`src/rtl/alu_pkg.sv`:
```
// Shared ALU types: operand widths, rotate request payload and requester id.
package alu_pkg;

   localparam int unsigned DATA_W = 8;
   localparam int unsigned AMT_W  = 3;

   typedef logic req_id_t;

   typedef struct packed {
      logic [DATA_W-1:0] data;
      logic [AMT_W-1:0]  amt;
      logic              dir;
   } rot_req_t;

endpackage

```
`src/rtl/rotate_arbiter_rotateShifter.sv`:
```
// rotateShifter: combinational 8-bit left rotate by a 3-bit amount.
module rotateShifter
   import alu_pkg::*;
(
   input  logic [DATA_W-1:0] data_i,
   input  logic [AMT_W-1:0]  amt_i,
   output logic [DATA_W-1:0] data_o
);

   logic [DATA_W-1:0] stage1_c;
   logic [DATA_W-1:0] stage2_c;

   // Log-shifter: rotate by 1, 2, 4 selected by each amount bit.
   always_comb begin
      stage1_c = amt_i[0] ? {data_i[6:0], data_i[7]}     : data_i;
      stage2_c = amt_i[1] ? {stage1_c[5:0], stage1_c[7:6]} : stage1_c;
      data_o   = amt_i[2] ? {stage2_c[3:0], stage2_c[7:4]} : stage2_c;
   end

endmodule

```
`src/rtl/rotate_arbiter.sv`:
```
// rotate_arbiter: round-robin share of one rotateShifter between two requesters.
// Define ROT_ARB_RIGHT_EN to add per-requester dir ports (1 = rotate right).
module rotate_arbiter
   import alu_pkg::*;
(
   input  logic              clk,
   input  logic              rst,
   input  logic              req0_valid,
   output logic              req0_ready,
   input  logic [DATA_W-1:0] req0_data,
   input  logic [AMT_W-1:0]  req0_amt,
`ifdef ROT_ARB_RIGHT_EN
   input  logic              req0_dir,
`endif
   input  logic              req1_valid,
   output logic              req1_ready,
   input  logic [DATA_W-1:0] req1_data,
   input  logic [AMT_W-1:0]  req1_amt,
`ifdef ROT_ARB_RIGHT_EN
   input  logic              req1_dir,
`endif
   output logic              res_valid,
   input  logic              res_ready,
   output logic [DATA_W-1:0] res_data,
   output logic              res_id
);

   rot_req_t          req0_s;
   rot_req_t          req1_s;
   rot_req_t          sel_s;
   logic              free_c;
   logic              gnt_any_c;
   req_id_t           gnt_id_c;
   logic              accept_c;
   logic [AMT_W-1:0]  rot_amt_c;
   logic [DATA_W-1:0] rot_data_c;

   logic              res_valid_q, res_valid_d;
   logic [DATA_W-1:0] res_data_q,  res_data_d;
   req_id_t           res_id_q,    res_id_d;
   req_id_t           last_q,      last_d;

   // Without the right-rotate option the direction is tied to left.
   always_comb begin
      req0_s.data = req0_data;
      req0_s.amt  = req0_amt;
      req1_s.data = req1_data;
      req1_s.amt  = req1_amt;
`ifdef ROT_ARB_RIGHT_EN
      req0_s.dir  = req0_dir;
      req1_s.dir  = req1_dir;
`else
      req0_s.dir  = 1'b0;
      req1_s.dir  = 1'b0;
`endif
   end

   // Round-robin grant: a tie goes to the requester not served last.
   always_comb begin
      free_c     = ~res_valid_q | res_ready;
      gnt_any_c  = req0_valid | req1_valid;
      gnt_id_c   = (req0_valid & req1_valid) ? ~last_q : req1_valid;
      accept_c   = ~rst & free_c & gnt_any_c;
      req0_ready = accept_c & (gnt_id_c == 1'b0);
      req1_ready = accept_c & (gnt_id_c == 1'b1);
      sel_s      = gnt_id_c ? req1_s : req0_s;
      rot_amt_c  = sel_s.dir ? AMT_W'(3'd0 - sel_s.amt) : sel_s.amt;
   end

   rotateShifter u_rot (
      .data_i (sel_s.data),
      .amt_i  (rot_amt_c),
      .data_o (rot_data_c)
   );

   // Output slot: a new accept overwrites, otherwise a drain just clears valid.
   always_comb begin
      res_valid_d = res_valid_q;
      res_data_d  = res_data_q;
      res_id_d    = res_id_q;
      last_d      = last_q;
      if (accept_c) begin
         res_valid_d = 1'b1;
         res_data_d  = rot_data_c;
         res_id_d    = gnt_id_c;
         last_d      = gnt_id_c;
      end else if (res_ready) begin
         res_valid_d = 1'b0;
      end
   end

   always_ff @(posedge clk) begin
      if (rst) begin
         res_valid_q <= 1'b0;
         res_data_q  <= '0;
         res_id_q    <= 1'b0;
         last_q      <= 1'b1;
      end else begin
         res_valid_q <= res_valid_d;
         res_data_q  <= res_data_d;
         res_id_q    <= res_id_d;
         last_q      <= last_d;
      end
   end

   assign res_valid = res_valid_q;
   assign res_data  = res_data_q;
   assign res_id    = res_id_q;

endmodule
```
`config.mk`:
```
export PLATFORM = sky130hd
export DESIGN_NAME = rotate_arbiter
export DESIGN_NICKNAME = d
export VERILOG_FILES = /design/src/rtl/alu_pkg.sv /design/src/rtl/rotate_arbiter_rotateShifter.sv /design/src/rtl/rotate_arbiter.sv
export SDC_FILE = /design/constraint.sdc
export NUM_CORES = 1
export LEC_CHECK = 0
export CAP_MARGIN = 5
export CELL_PAD_IN_SITES_DETAIL_PLACEMENT = 1
export CELL_PAD_IN_SITES_GLOBAL_PLACEMENT = 2
export CORE_MARGIN = 4
export CORE_UTILIZATION = 27
export CTS_CLUSTER_DIAMETER = 150
export DETAILED_ROUTE_END_ITERATION = 12
export HOLD_SLACK_MARGIN = 0.12
export PLACE_DENSITY_LB_ADDON = 0.1
export REMOVE_ABC_BUFFERS = 1
export SETUP_SLACK_MARGIN = 0.05
export SLEW_MARGIN = 10
export SYNTH_ARGS = -nofsm -noshare
export SYNTH_HDL_FRONTEND = slang
export SYNTH_HIERARCHICAL = 1
export SYNTH_SLANG_ARGS = --single-unit
```
`constraint.sdc`:
```
create_clock -name clk -period 5.5 [get_ports clk]
set_input_delay 1.1 -clock clk [delete_from_list [all_inputs] [get_ports clk]]
set_output_delay 1.1 -clock clk [all_outputs]
set_load 0.005 [all_outputs]
```
==> results of run 1 <==
-- metrics by stage --
stage	utilization	hold slack (ns)	cell area, um2
floorplan	-	0.469	872
global placement	0.393	0.470	1310
detailed placement	0.393	0.478	1310
CTS	0.400	0.488	1340
global route	0.400	0.520	1340
finish	0.400	0.488	1340
-- power groups by stage --
stage	logic, W	clock network (W)	registers, W
after floorplan	0.0000608	0	0.0000953
after global routing	0.000120	0.0000639	0.0000947
final	0.000111	0.0000555	0.0000931
after global placement	0.000111	0	0.0000946
after CTS	0.000112	0.0000574	0.0000932
after detailed placement	0.000112	0	0.0000950
-- cells by family after synthesis --
group / synth area share
buffers and inverters: 0.0662
multiplexers: 0.458
flip-flops: 0.238
AND/OR/NAND/NOR: 0.0973
AO/OA/AOI/OAI: 0.141
-- placed cells by master (no fill, tap or decap) --
master           netlist  layout
nor3b_1                1       1
nor2_2                 1       1
o21ai_1                9       9
mux2_2                 8       8
mux4_1                 8       8
nor2b_1                1       1
a311o_1                1       1
dfxtp_1               11      11
inv_1                  2       2
clkdlybuf4s50_1        0      38
mux2_1                11      11
nand3b_1               8       8
nand2_1                1       1
a21boi_2               1       1
clkbuf_1               3       1
a2111oi_0              1       1
clkbuf_4               0       3
nand2b_1               1       1
a21oi_1               11      11
-- state kept, by name, summed over array words and instances, names as in the netlist --
name,flops
res_data,8
last_q,1
res_id,1
res_valid,1
-- critical path, stage by stage --
cell and delay [ns]:
clkdlybuf4s50_1 0.53, a21boi_2 0.60, nor3b_1 0.26, clkdlybuf4s50_1 0.53
-- final timing paths --
| path | start | end | slack (ns) | cells after the start |
|---|---|---|---|---|
| max | req1_valid | req1_ready | 1.37 | 4 |
| min reg2reg | res_data[0] | res_data[0] | 0.49 | 2 |
| min | res_data[0] | res_data[0] | 0.49 | 2 |
| max reg2reg | last_q | res_data[6] | 2.91 | 6 |
-- cell type report --
cell class,instances,area [um2],area share
multi-input combinational,63,644,0.482
inverter,2,7.51,0.00562
sequential,11,220,0.165
clock buffer,4,26.3,0.0197
tap,46,57.6,0.0431
timing repair buffer,38,380,0.285
-- layer usage --
| layer | vias up | part of all wire | global-route usage |
|---|---|---|---|
| met4 | 0 | 0.0027 | 0.0228 |
| met5 | - | 0 | 0 |
| li1 | 399 | - | - |
| met2 | 21 | 0.46 | 0.165 |
| met1 | 371 | 0.47 | 0.133 |
| met3 | 2 | 0.063 | 0.0455 |
==> impl_metrics.toml, run 1 <==
[cells_and_area]
drive_gt1_frac = 0.110
n_fill_cell = 385
nNetsFinal = 146
area_growth_pct = 44.3
diodes = 0
fin_cells = 164

[synthesis]
synthArstFlopShare = 0
syn_inst = 84
ys_top_cells_by_area = "dfxtp_1 24%, mux4_1 23%, mux2_1 13%"
synth_cell_types = 20
avgSynthCellArea_um2 = 11.0
synth_edf_count = 0
synth_top_area_frac = 0.238
netlist_top_cells_count = "11 x a21oi_1, 11 x dfxtp_1, 11 x mux2_1"
ys.warnings.count = 6
syn_area_um2 = 926
synth-main-ff-cell = "dfxtp_1"
ys_seq_elements = 11
synth-seq-area-share = 0.238
synth_top_cell_by_area = "dfxtp_1"

[run]
max_cap_viol_count = 0

[placed_design]
gp_congestion = 0.646
dp_hpwl_mm = 1.76
dp_cells = 160
dp_slack_ns = 1.35
port_buffers = 38

[sta]
setup_viol = 0
period_share = 0.750
tightest_slew_ns = 0.793
finalHoldViolCount = 0
rsz0062_at_grt = "false"
max_freq_ghz = 0.242
setup_slack_ns = 1.37
fin_crit_ns = 4.13
slew_headroom = 0.470
fin_setup_tns_ns = 0
finClkSkew_ns = 0.00496
slew_violations = 0

[power]
pwr-share-comb = 0.427
pwr-share-seq = 0.359
p_sw_frac = 0.280
p_int_w = 0.000187
power_w = 0.000259
ir_drop_mv = 0.0765
clock_power_share = 0.214
p_per_area_mw_per_mm2 = 194
leakage_nw = 0.478
p_switching_w = 0.0000726

[grt]
grt.total_usage = 0.105
antenna_found_initial = 0
grt_pass1_vias = 803
grt_overflow = 0
grt_pass1_wl_mm = 3.53
grt_max_degree = 19

[worst_setup_path]
cp_max_fo = 13
arrival_ns = 3.03
critPathLaunchType = "input port"
critPathKind = "input port to output pin"
critical_path_required_ns = 4.40
end_kind = "output pin"

[detailed_routing]
routed_wirelength_mm = 2.23
drt.antenna.violating_nets = 0
drc_errors = 0
drt_iter0_markers = 16
via_per_inst = 4.84
wl_per_cell_um = 13.6
num_vias = 793
drtPass1Iterations = 4

[clocking]
cts_tree = "built"
cts_resized = 0
path_clk_slew_ns = 0.07
max-clock-path-buffers = 2
cts_buffers = 3
htree_levels = 1
root_buffer = "clkbuf_4"
clock_sinks = 11
hold_buffers = 0
clock_latency_ns = 0.27
post-cts-setup-buffers = 0

[status]
outcome = "complete, no violations"

[floorplan]
fp.coreArea_mm2 = 0.00334
rows = 21
dieWidth_um = 66.6
die-area_mm2 = 0.00443
die_y_um = 66.6
io_pins = 39
start_util = 0.277

[worst_hold_path]
holdCritPathClass = "flip-flop to flip-flop"
(Power assumes the default switching activity.)
==> run 2: changes to the inputs <==
- CORE_UTILIZATION: 27 -> 25
- clock period: 5.5 -> 4.3 ns (I/O delays scaled with it)
==> run 2 against run 1 <==
Net effect: clock skew shrank 0.0019 ns; sequential power grew 28%; sequential share of layout area shrank 0.49 points.
==> impl_metrics.toml, run 2 (synthesis gave the netlist of run 1 again) <==
[detailed_routing]
drc_errors = 0
drtPass1Iterations = 4
routed_wirelength_mm = 2.35
drt_iter0_markers = 19
via_per_inst = 4.89
wl_per_cell_um = 14.0
drt.antenna.violating_nets = 0
num_vias = 816

[power]
ir_drop_mv = 0.107
p_switching_w = 0.0000947
power_w = 0.000365
p_int_w = 0.000270
pwr-share-comb = 0.393
p_sw_frac = 0.260
pwr-share-seq = 0.327
leakage_nw = 0.500
p_per_area_mw_per_mm2 = 265
clock_power_share = 0.280

[worst_setup_path]
crit_chain = "clkdlybuf4s50_1 > a21boi_2 > nor3b_1 > clkdlybuf4s50_1"
end_kind = "output pin"
critPathLaunchType = "input port"
cp.buffers_inverters = 2
critPathKind = "input port to output pin"
cp_top_family = "buffers and inverters"
cpMostUsedCell = "clkdlybuf4s50_1"
cp_max_fo = 13
slowest_delay_ns = 0.59
arrival_ns = 2.78
cp_slowest_cell = "a21boi_2"
r2r_setup_slack_ns = 1.79
critical_path_required_ns = 3.44

[cells_and_area]
seqCellArea_um2 = 220
layout_common_cells = "38 x clkdlybuf4s50_1, 11 x mux2_1, 11 x a21oi_1, 11 x dfxtp_1, 9 x o21ai_1"
nNetsFinal = 149
diodes = 0
drive_gt1_frac = 0.132
largest_reg_flops = 8
multi_input_area_um2 = 644
final_common_cell = "clkdlybuf4s50_1"
n_fill_cell = 391
area_growth_pct = 48.8

[placed_design]
gp_congestion = 0.661
dp_hpwl_mm = 1.84
port_buffers = 38

[sta]
rsz0062_at_grt = "false"
max_freq_ghz = 0.275
fin_crit_ns = 3.64
setup_viol = 0
finClkSkew_ns = 0.00301
slew_headroom = 0.544
slew_violations = 0
finalHoldViolCount = 0
holdWs_ns = 0.478
fin_setup_tns_ns = 0
period_share = 0.846
tightest_slew_ns = 0.679

[grt]
grt.total_usage = 0.114
antenna_found_initial = 0
grt_max_degree = 19
grt_pass1_vias = 822
grt_overflow = 0
grt_pass1_wl_mm = 3.98

[floorplan]
rows = 21
fp.coreArea_mm2 = 0.00344
start_util = 0.269
die_y_um = 68.9
dieWidth_um = 68.9
io_pins = 39
die-area_mm2 = 0.00474

[clocking]
hold_buffers = 0
post-cts-setup-buffers = 0
clock_latency_ns = 0.23
htree_levels = 1
root_buffer = "clkbuf_8"
max-clock-path-buffers = 2
path_clk_slew_ns = 0.05
cts_buffers = 3
cts_tree = "built"
clock_sinks = 11
cts_resized = 0

[run]
max_cap_viol_count = 0

[status]
outcome = "complete, no violations"

[worst_hold_path]
holdCritPathClass = "flip-flop to flip-flop"
-- run 2: worst paths after layout --
path                     from     endpoint  cells past startpoint
setup / recovery   req1_valid   req1_ready                      4
setup reg to reg       last_q  res_data[1]                      6
hold / removal    res_data[6]  res_data[6]                      2
hold reg to reg   res_data[6]  res_data[6]                      2
-- run 2: worst register-to-register path: stages, from the launching register on --
cell and delay [ns]:
dfxtp_1 0.31, a21boi_2 0.56, mux2_1 0.46, mux4_1 0.63, mux2_2 0.29, nand3b_1 0.08
a21oi_1 0.08
-- run 2: stage by stage --
stage / cells / cell area (um2) / util / setup WS (ns)
2_1_floorplan: 76 / 872 / - / 1.51
3_3_place_gp: 163 / 1330 / 0.387 / 0.654
3_5_place_dp: 163 / 1330 / 0.387 / 0.620
4_1_cts: 167 / 1380 / 0.400 / 0.616
5_1_grt: 167 / 1380 / 0.400 / 0.475
6_report: 167 / 1380 / 0.400 / 0.661
-- run 2: layout make-up --
| type | instances | share of cell area |
|---|---|---|
| Timing Repair Buffer | 41 | 0.292 |
| Clock buffer | 4 | 0.0327 |
| Inverter | 2 | 0.00545 |
| Multi-Input combinational cell | 63 | 0.468 |
| Tap cell | 46 | 0.0418 |
| Sequential cell | 11 | 0.160 |
-- run 2: power groups by stage --
stage	clock (W)	combinational, W	sequential (W)
2_1_floorplan	0	0.0000778	0.000122
3_3_place_gp	0	0.000144	0.000121
3_5_place_dp	0	0.000146	0.000121
4_1_cts	0.000106	0.000147	0.000119
5_1_grt	0.000112	0.000159	0.000121
6_report	0.000102	0.000143	0.000119
-- run 2: layer usage --
layer / up-vias / track usage / routed length [um]
met2: 21 / 0.180 / 1100
met1: 387 / 0.149 / 1100
met3: 0 / 0.0454 / 147
met4: 0 / 0.0146 / 0
li1: 408 / - / -
met5: - / 0 / 0
